<file path="src/rtl/alu_writeback_stage.sv">
// Writeback stage behind the ALU: buffers results in an in-order FIFO, drains them to the
// register-file write port under valid/ready, and owns the architectural Zero/Sign flags.
module alu_writeback_stage #(
    parameter int W     = 8,
    parameter int RA    = 4,
    parameter int DEPTH = 2,
    parameter int CW    = 16
) (
    input  logic          Clk,
    input  logic          Reset,
    input  logic          in_valid,
    output logic          in_ready,
    input  logic [W-1:0]  in_data,
    input  logic          in_zero,
    input  logic          in_sign,
    input  logic [RA-1:0] in_waddr,
    input  logic          in_we,
    input  logic          in_setf,
    input  logic          rf_ready,
    output logic          rf_we,
    output logic [RA-1:0] rf_waddr,
    output logic [W-1:0]  rf_wdata,
    output logic          zero_flag,
    output logic          sign_flag,
    output logic [CW-1:0] retired,
    output logic          busy
);

    localparam int AW = (DEPTH > 1) ? $clog2(DEPTH) : 1;
    localparam int NW = $clog2(DEPTH + 1);

    typedef struct packed {
        logic [W-1:0]  data;
        logic          zero;
        logic          sign;
        logic [RA-1:0] waddr;
        logic          we;
        logic          setf;
    } entry_t;

    entry_t        r_mem [DEPTH];
    logic [AW-1:0] r_wptr;
    logic [AW-1:0] r_rptr;
    logic [NW-1:0] r_count;
    logic          r_zf;
    logic          r_sf;
    logic [CW-1:0] r_retired;

    entry_t        w_head;
    entry_t        w_in;
    logic          w_empty;
    logic          w_full;
    logic          w_push;
    logic          w_pop;

    assign w_head  = r_mem[r_rptr];
    assign w_in    = '{data: in_data, zero: in_zero, sign: in_sign,
                       waddr: in_waddr, we: in_we, setf: in_setf};
    assign w_empty = (r_count == '0);
    assign w_full  = (r_count == NW'(DEPTH));

    // Acceptance depends only on occupancy, so rf_ready never reaches in_ready.
    assign w_push  = in_valid && !w_full;
    // Non-writing entries retire without waiting for the write port.
    assign w_pop   = !w_empty && (rf_ready || !w_head.we);

    assign in_ready  = Reset || !w_full;
    assign rf_we     = !Reset && !w_empty && w_head.we;
    assign rf_waddr  = w_empty ? '0 : w_head.waddr;
    assign rf_wdata  = w_empty ? '0 : w_head.data;
    assign busy      = !Reset && !w_empty;
    assign zero_flag = r_zf;
    assign sign_flag = r_sf;
    assign retired   = r_retired;

    // Payload storage needs no reset; validity is tracked by r_count.
    always_ff @(posedge Clk) begin
        if (!Reset && w_push) begin
            r_mem[r_wptr] <= w_in;
        end
    end

    always_ff @(posedge Clk) begin
        if (Reset) begin
            r_wptr    <= '0;
            r_rptr    <= '0;
            r_count   <= '0;
            r_zf      <= 1'b0;
            r_sf      <= 1'b0;
            r_retired <= '0;
        end else begin
            if (w_push) begin
                r_wptr <= r_wptr + AW'(1);
            end
            if (w_pop) begin
                r_rptr    <= r_rptr + AW'(1);
                r_retired <= r_retired + CW'(1);
                if (w_head.setf) begin
                    r_zf <= w_head.zero;
                    r_sf <= w_head.sign;
                end
            end
            case ({w_push, w_pop})
                2'b10:   r_count <= r_count + NW'(1);
                2'b01:   r_count <= r_count - NW'(1);
                default: r_count <= r_count;
            endcase
        end
    end

endmodule

</file>
<file path="config.mk">
export PLATFORM = sky130hd
export DESIGN_NAME = alu_writeback_stage
export DESIGN_NICKNAME = d
export VERILOG_FILES = /design/src/rtl/alu_writeback_stage.sv
export SDC_FILE = /design/constraint.sdc
export NUM_CORES = 1
export LEC_CHECK = 0
export CAP_MARGIN = 20
export CORE_MARGIN = 2
export CORE_UTILIZATION = 25
export CTS_BUF_LIST = sky130_fd_sc_hd__clkbuf_8
export DETAILED_ROUTE_END_ITERATION = 8
export PLACE_DENSITY = 0.48
export SYNTH_ARGS = -nofsm -noshare
export SYNTH_HDL_FRONTEND = slang
export SYNTH_SLANG_ARGS = --single-unit
</file>
<file path="constraint.sdc">
create_clock -name Clk -period 6.85 [get_ports Clk]
set_input_delay 1.7125 -clock Clk [delete_from_list [all_inputs] [get_ports Clk]]
set_output_delay 1.7125 -clock Clk [all_outputs]
set_load 0.005 [all_outputs]
</file>
# --- Word-level counts from Yosys, hierarchy flattened ---
# Memory sizes are Yosys's and may differ from the RTL's. A register that Yosys moved wholly into a read port is not among the register bits.
# Index checks and enable logic that the tools add are counted.
totals:
  in_bits: 20
  n_memories: 1
  out_inout_bits: 33
  ramBits: 32
  regBits: 22
classes:
  n_eq_ne: 3
  n_addsub: 5
  mux: 7
  n_reduce_logical: 14
mem_list:
  columns: ["name", "words", "width", "read_ports", "rd_ports_with_merged_regs", "write_ports", "line_no", "text"]
  rows:
  - ["r_mem", 2, 16, 1, 1, 1, "41", "entry_t r_mem [DEPTH];"]
op_table:
  columns: ["operator", "n"]
  rows:
  - ["$add A16 B1 Y16 const B", 1]
  - ["$mux W8", 1]
  - ["$logic_and A1 B1 Y1", 5]
  - ["$eq A2 B2 Y1 const B", 2]
  - ["$logic_not A1 Y1", 4]
  - ["$mux W1", 4]
  - ["$mux W4", 1]
  - ["$pmux W2 S2", 1]
  - ["$add A1 B1 Y1 const B", 2]
  - ["$add A2 B1 Y2 const B", 1]
  - ["$eq A2 B1 Y1 const B", 1]
  - ["$logic_not A2 Y1", 1]
  - ["$logic_or A1 B1 Y1", 2]
  - ["$reduce_and A2 Y1", 1]
  - ["$reduce_bool A2 Y1", 1]
  - ["$sub A2 B1 Y2 const B", 1]

# --- Logic depth before layout (Yosys ltp) ---
logic_depth:
  depth_word: 6
  ltp_mapped: 8
  depth_no_buf: 7

# --- Worst setup path after synthesis ---
# OpenSTA, ideal clock, no wires.
synth_timing:
  path_kind: "input to output"
  start: "input Reset"
  end: "output busy"
  cell_stages: 3
  t_required_ns: 5.137
  path_slack_ns: 2.795
  t_arrival_ns: 2.342
  path_cell_list: "clkbuf_1 > clkbuf_1 > nor2_1"
synth_between:
  elab_chain_len: 2
synth_lines:
  columns: ["element", "line_no", "text"]
  rows:
  - ["start, declared", "10", "input logic Reset,"]
  - ["$logic_not A1 Y1", "71", "assign busy = !Reset && !w_empty;"]
  - ["$logic_and A1 B1 Y1", "71", null]
  - ["end, declared", "26", "output logic busy"]
# No other way between the ends.

# --- Worst setup path in the final report ---
layout_timing:
  start: "input Reset"
  end: "output in_ready"
layout_between:
  elab_chain_len: 1
layout_lines:
  columns: ["element", "line_no", "text"]
  rows:
  - ["$logic_or A1 B1 Y1", "67", "assign in_ready = Reset || !w_full;"]
  - ["end, declared", "12", "output logic in_ready,"]
# No other way between the ends.

==> reports/qor.yml <==
reg2reg_slack_ns: 4.18
synth_top_area_share_pct: 42.41
max_slew_margin_pct: 32.14
worst_pin_slew_ns: 1.014
ant_nets: 0
reg2reg_to: "r_count[1]"
initial_utilization_pct: 25.86
placed_area_sq_um: 2908
p_total_uw: 841.7
met3_usage_pct: 1.827
yosysWarnings: 0
fin_nets: 258
skew_ns: 0.009998
leakage_uw: 0.0009901
wl_mm: 4.661
min_period_over_period_pct: 68.11
synth_top_area_cell: "edfxtp_1"
synth.avg_cell_area_sq_um: 12.31
arrival_ns: 2.95
area_growth_pct: 32.30
slew_viol_final: 0
cap_viol_max_count: 0
drc: 0
fmax_mhz: 214.3
numCtsBuffers: 5
grt_pass1_vias: 1449
path_class: "input port to primary output"
cts.clk_slew.worst_paths_ns: 0.09
io_pins: 53
htreeDepth: 2
dp_cells: 337
layout_common_cells: "52 x clkdlybuf4s50_1, 32 x edfxtp_1, 27 x nor2_1"
synth-seq-cells: 55
drt_iter0_markers: 21
use_met2_pct: 15.80
clockBufferDepth: 2
clk_latency_ns: 0.31
setup_tns_ns: 0
grt_max_degree: 26
cp_slowest_stage_delay_ns: 0.47
cp_common_cell: "clkdlybuf4s50_1"
fin_area_sq_um: 2998
p_per_area_nw_per_um2: 280.8
synthTopCellsByArea: "edfxtp_1 42%, dfxtp_1 20%, mux2i_1 6.6%"
crit_path_cell_trace: "clkdlybuf4s50_1 -> or3_1 -> clkdlybuf4s50_1"
hold_viol_final: 0
path_depth: 3
grtUsageTotal_pct: 9.632
rsz0062_at_grt: "no"
met1_usage_pct: 12.72
busiest_layer: "met2"
cp-end-kind: "primary output"
post-route-min-period_ns: 4.665
setup_viol: 0
gp_congestion: 0.7357
final_cells: 345
tritoncts: "done"
die_h_microns: 99.21
postCtsResizedCells: 0
min_path_type: "flip-flop to flip-flop"
post_cts_buffers: 0
cp-start-kind: "input port"
critPathMaxFanout: 4
grt_first_pass_wirelength_mm: 7.424
crit_slowest_cell: "clkdlybuf4s50_1"
syn-num-nets: 206
cts_root_buf: "clkbuf_8"
num_vias: 1542
yosys.cell_types.count: 31
antenna_found_initial: 0
required_ns: 5.14
routed_via_density: 4.470
ir_worst_vdd_uv: 85.22
seq_area_frac_synth_pct: 62.73
path_buf_inv: 2
status: "completed"
cts.sinks: 55
dp_hpwl_mm: 3.210
rr_worst_depth: 6
rows: 34
cts_hold_buf: 0
drt-pass1-iter-count: 4
cp-startpoint: "Reset"
drive_gt1_share_pct: 7.595
diodes: 0
io_buffers: 52
dieArea_sq_um: 9842
overflow: 0
cp-endpoint: "in_ready"
syn-cell-area_sq_um: 2266
die_x_microns: 99.21
postSynthCellCount: 184
core_region_area_sq_um: 8763
final_common_cell: "clkdlybuf4s50_1"
detail_route.wl_per_cell_microns: 13.51
cpLargestDelayFamily: "buffers and inverters"
[worst min path at each step]
stage | start | cells past startpoint | end
after floorplan | retired[15] | 2 | retired[15]
after global placement | retired[15] | 2 | retired[15]
after detailed placement | retired[15] | 2 | retired[15]
after CTS | retired[15] | 2 | retired[15]
after global routing | retired[15] | 2 | retired[15]
final | retired[15] | 2 | retired[15]
[area by class of cell]
class / count / area (sq um)
repair buffers: 55 / 543.0
inverters: 3 / 11.26
multi-input cells: 116 / 797.0
well taps: 108 / 135.1
fillers: 894 / 5766
clock buffers: 5 / 68.82
clock inverters: 3 / 21.27
flip-flops and latches: 55 / 1421
[per-layer routing]
layer  up-vias  wire (microns)
met4         0              73
li1        778               -
met2        32            2326
met3         8             167
met5         -               0
met1       724            2093
[power by group]
part	leakage [uW]	switching, uW	internal [uW]	total (uW)
Combinational	0.000463	110	136	247
Sequential	0.000480	32.3	383	415
Clock	0.0000466	106	73.6	180
Total	0.000990	249	593	842
[Yosys cell counts]
cell type / instances
nand2_1: 1
buf_6: 1
xor2_1: 9
nor3_1: 2
buf_2: 1
or2_2: 1
o2111a_1: 1
edfxtp_1: 32
o31ai_1: 2
or4_1: 2
or3_1: 9
mux2i_1: 15
a21oi_1: 10
clkbuf_1: 8
mux2_2: 3
nor3b_1: 1
o2111ai_1: 2
ha_1: 2
xnor2_1: 1
nand4_1: 2
mux2i_4: 1
and4_1: 2
and2_1: 2
dfxtp_1: 23
nand3_1: 5
o21ai_1: 2
o211ai_1: 4
inv_1: 3
nor2_1: 27
o21ai_0: 9
o211ai_4: 1
[registers in the layout, summed over array words and instances (netlist names), named ones only]
signal     count
r_rptr         1
zero_flag      1
r_wptr         1
r_count        2
retired       16
sign_flag      1
r_mem         32
[worst min-delay path, stage by stage (launching register included)]
cell     delay (ns)
dfxtp_1        0.33
o31ai_1        0.06
a21oi_1        0.06
[metrics by stage]
stage	hold WS [ns]	utilization, %	setup WS, ns
global route	0.5334	34.21	2.089
detailed placement	0.4787	33.18	2.176
global placement	0.4763	33.18	2.190
CTS	0.4915	34.21	2.174
floorplan	0.4682	-	2.795
finish	0.4832	34.21	2.185
[cells by family (layout without fill, tap and decap cells)]
family / count (synthesis) / count (layout) / synth area share [%]
xor gates and xnor gates: 10 / 10 / 3.866
adders and majority gates: 2 / 2 / 1.104
muxes: 19 / 19 / 9.111
and+or+nand+nor: 54 / 54 / 11.82
buffers and inverters: 13 / 66 / 2.540
DFF: 55 / 55 / 62.73
AOI/OAI and AO/OA: 31 / 31 / 8.835
No activity file was read; power rests on OpenSTA's default activity.
==> RTL change 1 (config.mk and constraints unchanged) <==
Reset style: asynchronous (`Reset`), changed in one clocked block.
--- a/src/rtl/alu_writeback_stage.sv
+++ b/src/rtl/alu_writeback_stage.sv
@@ -80,7 +80,7 @@
         end
     end
 
-    always_ff @(posedge Clk) begin
+    always_ff @(posedge Clk or posedge Reset) begin
         if (Reset) begin
             r_wptr    <= '0;
             r_rptr    <= '0;
Check against the original RTL: differs if Reset is asserted again (counterexample within 4 cycles, from zero or initial values and one cycle with Reset high); with Reset held inactive, the same outputs for 10 cycles.
==> RTL change 1 against the unedited design <==
- synthesized cell count is 15% lower
- count of clock-buffer cells in the layout stayed put
- area after synthesis is 0.99% higher
- final area is 0.67% higher
- sequential cell count is 1 lower
- total power is 28% higher
- worst setup slack worse by 0.13 ns
- fmax is 2.7% lower
- wire length is 2.8% lower
- register-to-register slack better by 0.20 ns
- critical endpoint unchanged
- largest cell class unchanged
- largest power group unchanged
==> RTL change 1: results (changes against the unedited design) <==
outcome: "completed"  # unchanged
post-place-cells: 312  # was 337
fin_cells: 320  # was 345
syn_inst: 156  # was 184
drive_above_1_share_pct: 9.91  # was 7.59%
nonClockInverterCount: 4  # was 3
grt_pass1_vias: 1392  # was 1449
final-clk-cell-share_pct: 2.94  # was 3.01%
seq_area_sq_um: 1510  # was 1420 sq um
synth-compound-area-share_pct: 3.23  # was 8.83%
tightest_slew_ns: 1.03  # was 1.01 ns
vias_per_cell: 4.37  # was 4.47
synth_cell_types: 32  # was 31
dp_hpwl_mm: 3.11  # was 3.21 mm
finalClockSkew_ns: 0.00586  # was 0.0100 ns
regToRegSetupSlack_ns: 4.38  # was 4.18 ns
reg2reg_to: "r_count[1]"  # unchanged
async_flop_share_pct: 40.7  # was 0%
fill_cells: 850  # was 894
drt_iter0_markers: 49  # was 21
synth_area_leaders: "edfxtp_1 42%, dfrtp_1 24%, mux2i_1 6.1%"  # was edfxtp_1 42%, dfxtp_1 20%, mux2i_1 6.6%
synth_xor_area_share_pct: 7.65  # was 3.87%
use_met3_pct: 2.32  # was 1.83%
crit_fanout: 6  # was 4
synthAdderAreaFrac_pct: 1.09  # was 1.10%
grt_pass1_wl_mm: 7.39  # was 7.42 mm
ys_ff_latch: 54  # was 55
place_area_sq_um: 2930  # was 2910 sq um
dp_worst_setup_slack_ns: 2.03  # was 2.18 ns
wl_met1_mm: 2.08  # was 2.09 mm
## RTL change 1: how the worst min path moves through the flow
stage,endpoint,startpoint,slack (ns)
2_1_floorplan,r_wptr,r_wptr,0.46
3_3_place_gp,retired[15],retired[15],0.47
3_5_place_dp,retired[15],retired[15],0.47
4_1_cts,retired[15],retired[15],0.49
5_1_grt,retired[15],retired[15],0.50
6_report,retired[15],retired[15],0.48
## RTL change 1: cell families (layout without fill, tap and decap cells)
logic type      after synthesis  count (layout)
fa+ha+maj                     2               2
simple gates                 46              46
flops                        54              54
xor+xnor                     20              20
buf+inv                      10              66
mux                          17              17
compound gates                7               7
## RTL change 1: power by group
| part | internal, W | leakage [nW] | switching [W] |
|---|---|---|---|
| registers | 0.000412 | 0.567 | 0.0000866 |
| logic | 0.000241 | 0.509 | 0.000166 |
| clock network | 0.0000721 | 0.0422 | 0.000103 |
## RTL change 1: critical path: stages
cell,delay [ns]
clkdlybuf4s50_1,0.54
or3_1,0.37
clkdlybuf4s50_1,0.46
==> RTL change 2 (same settings) <==
Made on the original files. Set the parameter `RA` to 2 (it was 4).
--- a/src/rtl/alu_writeback_stage.sv
+++ b/src/rtl/alu_writeback_stage.sv
@@ -2,7 +2,7 @@
 // register-file write port under valid/ready, and owns the architectural Zero/Sign flags.
 module alu_writeback_stage #(
     parameter int W     = 8,
-    parameter int RA    = 4,
+    parameter int RA    = 2,
     parameter int DEPTH = 2,
     parameter int CW    = 16
 ) (
Interface: changed (resized in_waddr and rf_waddr); port bits go from 53 to 49. The function was not compared with the original's and may differ.
==> RTL change 2 against the unedited design <==
- combinational power fell by 8.1%
- global-route usage rose by 0.82 points
- die area is 7.3% lower
- core utilization increased by 0.18 points
- final area fell by 6.2%
- area after synthesis decreased by 7.6%
- sequential cell count decreased by 4
- total power down 3.0%
- critical endpoint unchanged
- critical path depth unchanged
- synthesized cell count shrank 5.4%
- wire length shrank 2.6%
- largest cell class unchanged
- worst setup slack worse by 0.35 ns
- worst hold slack better by 0.0073 ns
==> RTL change 2: results (changes against the unedited design) <==
outcome: "completed"  # unchanged
antenna_found_initial: 0  # unchanged
fill_cells: 848  # was 894
synth_cell_types: 30  # was 31
synth_edf_count: 28  # was 32
cts_made_buffers: 5  # unchanged
wire_per_inst_microns: 13.8  # was 13.5 microns
seq_area_frac_synth_pct: 62.2  # was 62.7%
clkTransAtPathRegs_ns: 0.09  # about the same
p_sw_share_pct: 28.3  # was 29.5%
place.gp.congestion: 0.689  # was 0.736
grt_pass1_wl_mm: 7.29  # was 7.42 mm
crit_fanout: 15  # was 4
top_register: "r_mem"  # unchanged
regToRegSetupSlack_ns: 4.25  # was 4.18 ns
drt_iter0_markers: 71  # was 21
critPathSlowestCell: "clkdlybuf4s50_1"  # unchanged
critPathArrivalTime_ns: 3.30  # was 2.95 ns
vdd_ir_drop_max_mv: 0.136  # was 0.0852 mV
globalRouteTotalUtil_pct: 10.5  # was 9.63%
drive_above_1_share_pct: 8.04  # was 7.59%
leakagePower_nw: 0.932  # was 0.990 nW
cts-root-buf: "clkbuf_8"  # unchanged
cts_setup_buffers: 0  # unchanged
slowest_delay_ns: 0.70  # was 0.47 ns
grt_max_degree: 16  # was 26
dp_hpwl_mm: 3.17  # was 3.21 mm
final_nets: 243  # was 258
synthTopCellsByCount: "28 x edfxtp_1, 25 x nor2_1, 23 x dfxtp_1, 13 x mux2i_1, 10 x a21oi_1"  # was 32 x edfxtp_1, 27 x nor2_1, 23 x dfxtp_1, 15 x mux2i_1, 10 x a21oi_1
ys_warn_count: 0  # unchanged
async_flop_share_pct: 0  # unchanged
syn-num-nets: 194  # was 206
route.vias.total: 1486  # was 1542
relSlewSlack_pct: 35.0  # was 32.1%
rr_worst_depth: 6  # unchanged
avgSynthCellArea_sq_um: 12.0  # was 12.3 sq um
min_from: "retired[15]"  # unchanged
port_buffers: 48  # was 52
hold_end: "retired[15]"  # unchanged
insertedDiodeCount: 0  # unchanged
finalClockSkew_ns: 0.00662  # was 0.0100 ns
post-place-cells: 321  # was 337
first_pass_iters: 4  # unchanged
totalWireLength_mm: 4.54  # was 4.66 mm
p_sw_w: 0.000231  # was 0.000249 W
synth_area_leaders: "edfxtp_1 40%, dfxtp_1 22%, mux2i_1 6.2%"  # was edfxtp_1 42%, dfxtp_1 20%, mux2i_1 6.6%
largest_register_ffs: 28  # was 32
cts_resized: 0  # unchanged
-- RTL change 2: cell count changes in the layout (fill, tap and decap cells not counted) --
cell	before	now
nand2_1	1	3
inv_6	2	0
buf_6	0	2
nor2_1	27	25
buf_4	3	1
o211ai_4	1	0
edfxtp_1	32	28
o21ai_1	2	1
nand3_1	5	3
bufinv_16	0	1
clkdlybuf4s50_1	52	48
o21ai_2	0	1
clkinvlp_2	0	1
mux2i_1	15	13
-- RTL change 2: logic make-up (layout without fill, tap and decap cells) --
kind of cell | Yosys count | after routing | synth area share [%]
flip-flops | 51 | 51 | 62.2
AO/OA/AOI/OAI | 30 | 30 | 8.73
multiplexers | 17 | 17 | 8.91
adder cells (fa/ha/maj) | 2 | 2 | 1.20
XOR/XNOR | 10 | 10 | 4.18
AND/OR/NAND/NOR | 52 | 52 | 12.3
buffers and inverters | 12 | 62 | 2.51
-- RTL change 2: how the worst max path moves through the flow --
stage,from,endpoint
floorplan,Reset,busy
CTS,Reset,in_ready
finish,Reset,in_ready
detailed placement,Reset,in_ready
global placement,Reset,in_ready
global route,Reset,in_ready
-- RTL change 2: critical path: cells and delay by family --
kind / cells / cell delay [ns]
buffers and inverters: 2 / 1.15
AND/OR/NAND/NOR: 1 / 0.44
-- RTL change 2: stage by stage --
step / total power [W] / hold WS (ns) / instance area (sq um) / setup WS [ns]
3_3_place_gp: 0.000621 / 0.465 / 2680 / 1.83
3_5_place_dp: 0.000624 / 0.480 / 2700 / 1.82
6_report: 0.000816 / 0.491 / 2810 / 1.83
4_1_cts: 0.000832 / 0.494 / 2810 / 1.80
5_1_grt: 0.000867 / 0.528 / 2810 / 1.74
2_1_floorplan: 0.000511 / 0.468 / 2090 / 2.80
-- RTL change 2: power groups by stage --
stage / logic [W] / clock network, W / registers (W)
after floorplan: 0.000138 / 0 / 0.000374
after global placement: 0.000227 / 0 / 0.000393
after detailed placement: 0.000230 / 0 / 0.000394
after CTS: 0.000231 / 0.000214 / 0.000387
after global routing: 0.000251 / 0.000225 / 0.000390
final: 0.000227 / 0.000204 / 0.000385
-- RTL change 2: final cells by class --
type                            instances  share of cell area [%]
Clock buffer                            5                    2.45
Clock inverter                          3                    1.38
Inverter                                3                   0.401
Multi-Input combinational cell        111                    26.7
Sequential cell                        51                    46.3
Tap cell                              105                    4.67
Timing Repair Buffer                   51                    18.2
-- RTL change 2: routing by layer --
metal  track usage [%]  wire, microns
met4              4.29             57
met2              16.9           2200
met1              13.7           2120
met3              1.98            164
met5                 0              0
